==> config.mk <==
export PLATFORM = sky130hd
export DESIGN_NAME = axi_slave_mem
export DESIGN_NICKNAME = d
export VERILOG_FILES = /design/src/rtl/axi_slave_mem.sv
export SDC_FILE = /design/constraint.sdc
export NUM_CORES = 1
export LEC_CHECK = 0
export BUFFER_PORTS_ARGS = -buffer_cell sky130_fd_sc_hd__buf_2
export CAP_MARGIN = 20
export CORE_MARGIN = 4
export CORE_UTILIZATION = 60
export DETAILED_ROUTE_END_ITERATION = 7
export PLACE_DENSITY = 0.77
export SYNTH_ARGS = -nofsm -noshare
export SYNTH_HDL_FRONTEND = slang
export SYNTH_SLANG_ARGS = --single-unit
==> constraint.sdc <==
create_clock -name clk -period 3.1 [get_ports clk]
set_input_delay 0.93 -clock clk [delete_from_list [all_inputs] [get_ports clk]]
set_output_delay 0.93 -clock clk [all_outputs]
set_load 0.03 [all_outputs]
==> src/rtl/axi_slave_mem.sv <==
// axi_slave_mem: AXI-style burst memory slave with independent read and write engines
module axi_slave_mem #(
  parameter int ADDR_W = 8,
  parameter int DATA_W = 8,
  parameter int ID_W = 4,
  parameter int LEN_W = 4,
  parameter int DEPTH = 64
) (
  input  logic              clk,
  input  logic              rst,
  input  logic              AWVALID,
  output logic              AWREADY,
  input  logic [ADDR_W-1:0] AWADDR,
  input  logic [ID_W-1:0]   AWID,
  input  logic [LEN_W-1:0]  AWLEN,
  input  logic              WVALID,
  output logic              WREADY,
  input  logic [DATA_W-1:0] WDATA,
  input  logic              WLAST,
  output logic              BVALID,
  input  logic              BREADY,
  output logic [ID_W-1:0]   BID,
  output logic [1:0]        BRESP,
  input  logic              ARVALID,
  output logic              ARREADY,
  input  logic [ADDR_W-1:0] ARADDR,
  input  logic [ID_W-1:0]   ARID,
  input  logic [LEN_W-1:0]  ARLEN,
  output logic              RVALID,
  input  logic              RREADY,
  output logic [DATA_W-1:0] RDATA,
  output logic [ID_W-1:0]   RID,
  output logic [1:0]        RRESP,
  output logic              RLAST
);
  localparam int IW = $clog2(DEPTH);
  localparam logic [ADDR_W:0] LIM = (ADDR_W+1)'(DEPTH);
  typedef enum logic [1:0] {W_IDLE, W_DATA, W_RESP} w_state_t;
  typedef enum logic {R_IDLE, R_DATA} r_state_t;
  w_state_t w_state, w_next;
  r_state_t r_state, r_next;
  logic [DATA_W-1:0] mem [DEPTH];
  logic [ADDR_W-1:0] w_addr, r_addr;
  logic [ID_W-1:0]   w_id, r_id;
  logic [LEN_W-1:0]  w_len, r_len;
  logic [LEN_W:0]    w_cnt, r_cnt;
  logic w_err, aw_hs, w_hs, b_hs, ar_hs, r_hs, w_ok, r_ok, w_final;
  // Outputs are gated by rst so they read zero for the whole reset cycle
  always_comb begin
    AWREADY = !rst && w_state == W_IDLE;
    WREADY  = !rst && w_state == W_DATA;
    BVALID  = !rst && w_state == W_RESP;
    ARREADY = !rst && r_state == R_IDLE;
    RVALID  = !rst && r_state == R_DATA;
    aw_hs   = AWVALID && AWREADY;
    w_hs    = WVALID && WREADY;
    b_hs    = BVALID && BREADY;
    ar_hs   = ARVALID && ARREADY;
    r_hs    = RVALID && RREADY;
    w_ok    = {1'b0, w_addr} < LIM;
    r_ok    = {1'b0, r_addr} < LIM;
    w_final = w_cnt == {1'b0, w_len};
    BID     = BVALID ? w_id : '0;
    BRESP   = (BVALID && w_err) ? 2'b10 : 2'b00;
    RID     = RVALID ? r_id : '0;
    RRESP   = (RVALID && !r_ok) ? 2'b10 : 2'b00;
    RLAST   = RVALID && r_cnt == {1'b0, r_len};
    RDATA   = (RVALID && r_ok) ? mem[r_addr[IW-1:0]] : '0;
    w_next  = aw_hs ? W_DATA : (w_hs && w_final) ? W_RESP : b_hs ? W_IDLE : w_state;
    r_next  = ar_hs ? R_DATA : (r_hs && RLAST) ? R_IDLE : r_state;
  end
  always_ff @(posedge clk) begin
    if (rst) begin
      w_state <= W_IDLE;
      r_state <= R_IDLE;
      w_addr  <= '0;
      r_addr  <= '0;
      w_id    <= '0;
      r_id    <= '0;
      w_len   <= '0;
      r_len   <= '0;
      w_cnt   <= '0;
      r_cnt   <= '0;
      w_err   <= 1'b0;
    end else begin
      w_state <= w_next;
      r_state <= r_next;
      if (aw_hs) begin
        w_addr <= AWADDR;
        w_id   <= AWID;
        w_len  <= AWLEN;
        w_cnt  <= '0;
        w_err  <= 1'b0;
      end else if (w_hs) begin
        w_addr <= w_addr + 1'b1;
        w_cnt  <= w_cnt + 1'b1;
        w_err  <= w_err | !w_ok | (WLAST != w_final);
      end
      if (ar_hs) begin
        r_addr <= ARADDR;
        r_id   <= ARID;
        r_len  <= ARLEN;
        r_cnt  <= '0;
      end else if (r_hs) begin
        r_addr <= r_addr + 1'b1;
        r_cnt  <= r_cnt + 1'b1;
      end
    end
  end
  // Storage is deliberately outside reset so an aborted burst keeps its beats
  always_ff @(posedge clk) begin
    if (w_hs && w_ok) mem[w_addr[IW-1:0]] <= WDATA;
  end
endmodule

==> results.json <==
{
  "outcome": "complete, but fails checks",
  "violations": "negative setup slack",
  "synth_top_area_share_pct": 68.3,
  "place_area_mm2": 0.0245,
  "cts_buffers": 54,
  "synth_area_mm2": 0.0225,
  "yosysWarnings": 0,
  "core-area_mm2": 0.0368,
  "synth_mux_area_share_pct": 14.3,
  "grt_usage_pct": 26.5,
  "drt_iter0_drc": 1455,
  "yosys.area_share.adder_pct": 0.222,
  "pwr-share-clk_pct": 39.6,
  "worst_setup_path_start_kind": "flop",
  "hold_path_startpoint": "r_id[2]$_SDFFE_PP0P_",
  "synth_top_family_by_area": "multiplexers",
  "fin_nets": 1511,
  "synth.cells.most_frequent": "edfxtp_1 (512), nor2_1 (111), mux4_2 (93)",
  "vias": 12700,
  "finClkSkew_ps": 10.7,
  "synth_edf_count": 512,
  "place_congestion": 0.923,
  "relSlewSlack_pct": 49.1,
  "clk_latency_ps": 590,
  "die_w_um": 202,
  "fin_crit_sh_pct": 120,
  "tightest_slew_ps": 763,
  "sequentialPowerShare_pct": 51.9,
  "synth_flop_cell": "edfxtp_1",
  "path_depth": 7,
  "clock-sinks": 564,
  "yosysMostFrequentCell": "edfxtp_1",
  "hold_viol_final": 0,
  "grt_max_degree": 65,
  "critPathSlowestCell": "mux4_2",
  "cp_top_family": "compound AO/OA/AOI/OAI gates",
  "initial_core_util_pct": 61.2,
  "synth_cell_types": 63,
  "switching_share_pct": 21.7,
  "crit_type": "flop to output pin",
  "r2r-start": "w_addr[0]$_SDFFE_PP0P_",
  "grt_pass1_vias": 12700,
  "wl_per_cell_um": 27.9,
  "synth_cells": 1203,
  "cts_root_buf": "clkbuf_16",
  "crit_chain": "buf_12 -> buf_6 -> mux4_2 -> o32a_1 -> o221ai_2 -> o22ai_2 -> buf_6",
  "clk_pin_slew_ps": 60,
  "min_path_type": "flop to flop",
  "power.density_mw_per_mm2": 599,
  "dp_hpwl_um": 33900,
  "cp_slowest_stage_delay_ps": 510,
  "synth_xor_xnor_area_share_pct": 0.894,
  "drt_wl_total_um": 54800,
  "p_sw_mw": 3.50,
  "diodes": 0,
  "fin_util_pct": 73.5,
  "rows": 70,
  "antenna_found_initial": 0,
  "grt_overflow": 0,
  "cts_buffer_depth": 3,
  "via_per_inst": 6.47,
  "crit_path_frequent_cell": "buf_6",
  "max-vdd-ir-drop_mv": 0.482,
  "cp_data_required_time_ps": 2170,
  "setup_viol": 8,
  "synthTopCellsByArea": "edfxtp_1 (68%), mux4_2 (9.3%), dfxtp_1 (4.6%), mux4_1 (4.1%), nor2_1 (1.8%)",
  "drive_above_1_share_pct": 33.5,
  "fin_area_mm2": 0.0270,
  "power.leakage_nw": 9.01,
  "yosys.area.top_type": "edfxtp_1",
  "maxCapViolCount": 0,
  "cts_tree": "built",
  "power_frac_comb_pct": 8.6,
  "p_int_mw": 12.7,
  "crit_buf_inv": 3,
  "synth_seq_cells": 564,
  "dr.pass1.iters": 7,
  "rsz0062_at_grt": "true",
  "syn2layout_area_growth_pct": 20.0,
  "maxSlewViolCount": 0,
  "endpoint_kind": "output pin",
  "portBuffers": 71,
  "syn_area_per_cell_um2": 18.7,
  "die_area_mm2": 0.0407,
  "synth_compound_area_share_pct": 3.54,
  "grt_pass1_wl_um": 80400,
  "period_minus_slack_ps": 3710,
  "drc": 0,
  "synthArstFlopShare_pct": 0,
  "worstRegToRegCells": 4,
  "ys_seq_area_share_pct": 72.9,
  "clock.fmax_mhz": 270,
  "r2r_setup_slack_ps": 730,
  "cts_max_level": 2,
  "arrival_ps": 2780,
  "whs_endpoint": "r_id[2]$_SDFFE_PP0P_",
  "timing.final.ws_setup_ps": -608,
  "die_h_um": 202,
  "fillCellCount": 2078,
  "power_mw": 16.2,
  "synth-simple-area-share_pct": 6.12,
  "io_pins": 74,
  "whs_path_depth": 2,
  "r2r_end": "mem[40][7]$_DFFE_PP_",
  "path_max_fanout": 5,
  "ant_nets": 0
}
routing by layer:
metal	track usage, %	wire, um
met2	42.2	26600
met3	5.59	5560
met1	37.1	20700
met5	0	0
met4	9.59	1960
layout by cell type (no fill, tap or decap), drive strengths merged, types with 9 or more instances in the layout:
master,n
nor2b,9
xor2,16
clkinv,14
a211oi,10
nand2b,16
a22oi,22
edfxtp,512
and2,15
o21ai,19
nand3b,18
nand3,13
mux4,128
clkbuf,79
nor2,111
dfxtp,52
nand2,59
buf,256
mux2i,17
a21oi,21
layout make-up:
type / count / area (um^2) / area share, %
Clock buffer: 75 / 1540 / 5.71
Clock inverter: 19 / 173 / 0.639
Inverter: 4 / 16.3 / 0.0602
Multi-Input combinational cell: 573 / 5890 / 21.8
Sequential cell: 564 / 16400 / 60.8
Tap cell: 468 / 586 / 2.17
Timing Repair Buffer: 262 / 2390 / 8.83
worst min-delay path: stages, from the launching register on:
cell and delay, ps:
dfxtp_1 300, nand2b_1 60, o21ai_0 60
sequential cells by signal (all words and copies together) (netlist names), named ones only:
signal   count
w_len        4
w_cnt        5
r_len        4
r_state      1
r_addr       8
w_id         4
r_id         4
r_cnt        5
mem        512
w_state      2
w_addr       8
w_err        1
kinds of logic (layout without fill, tap and decap cells):
logic type	Yosys count	after routing
mux	148	148
fa+ha+maj	4	4
other cells	1	2
buf+inv	67	360
simple gates	284	284
xor+xnor	23	23
flops	564	564
compound gates	112	112
stage by stage:
step	hold slack (ps)	TNS [ps]	cells	worst slack, ps
finish	470	-4600	1965	-608
global route	495	-5070	1965	-678
CTS	471	-4850	1944	-656
detailed placement	462	-3650	1833	-280
global placement	455	-2430	1833	-284
floorplan	445	-137	1204	-85.3
worst max-delay path by stage:
stage                     from        to  slack, ps
after detailed placement   rst  RDATA[7]       -280
after floorplan            rst  RDATA[1]        -90
after CTS                 flop  RDATA[2]       -660
final                     flop  RDATA[7]       -610
after global placement     rst  RDATA[2]       -280
after global routing      flop  RDATA[7]       -680
what timing repair did:
action,in CTS,in global routing
cloned,4,4
hold buffers,0,0
endpoints found under the setup margin,8,8
buffers inserted,13,16
gates resized for setup,43,43
pin swaps,6,16
power by group through the flow:
stage	Sequential, mW	Clock [mW]	Combinational [mW]
floorplan	8.52	0	0.689
global placement	8.55	0	1.13
detailed placement	8.55	0	1.16
CTS	8.40	6.47	1.26
global route	8.39	6.80	1.46
finish	8.39	6.40	1.39
Power figures use the tool's default switching activity.
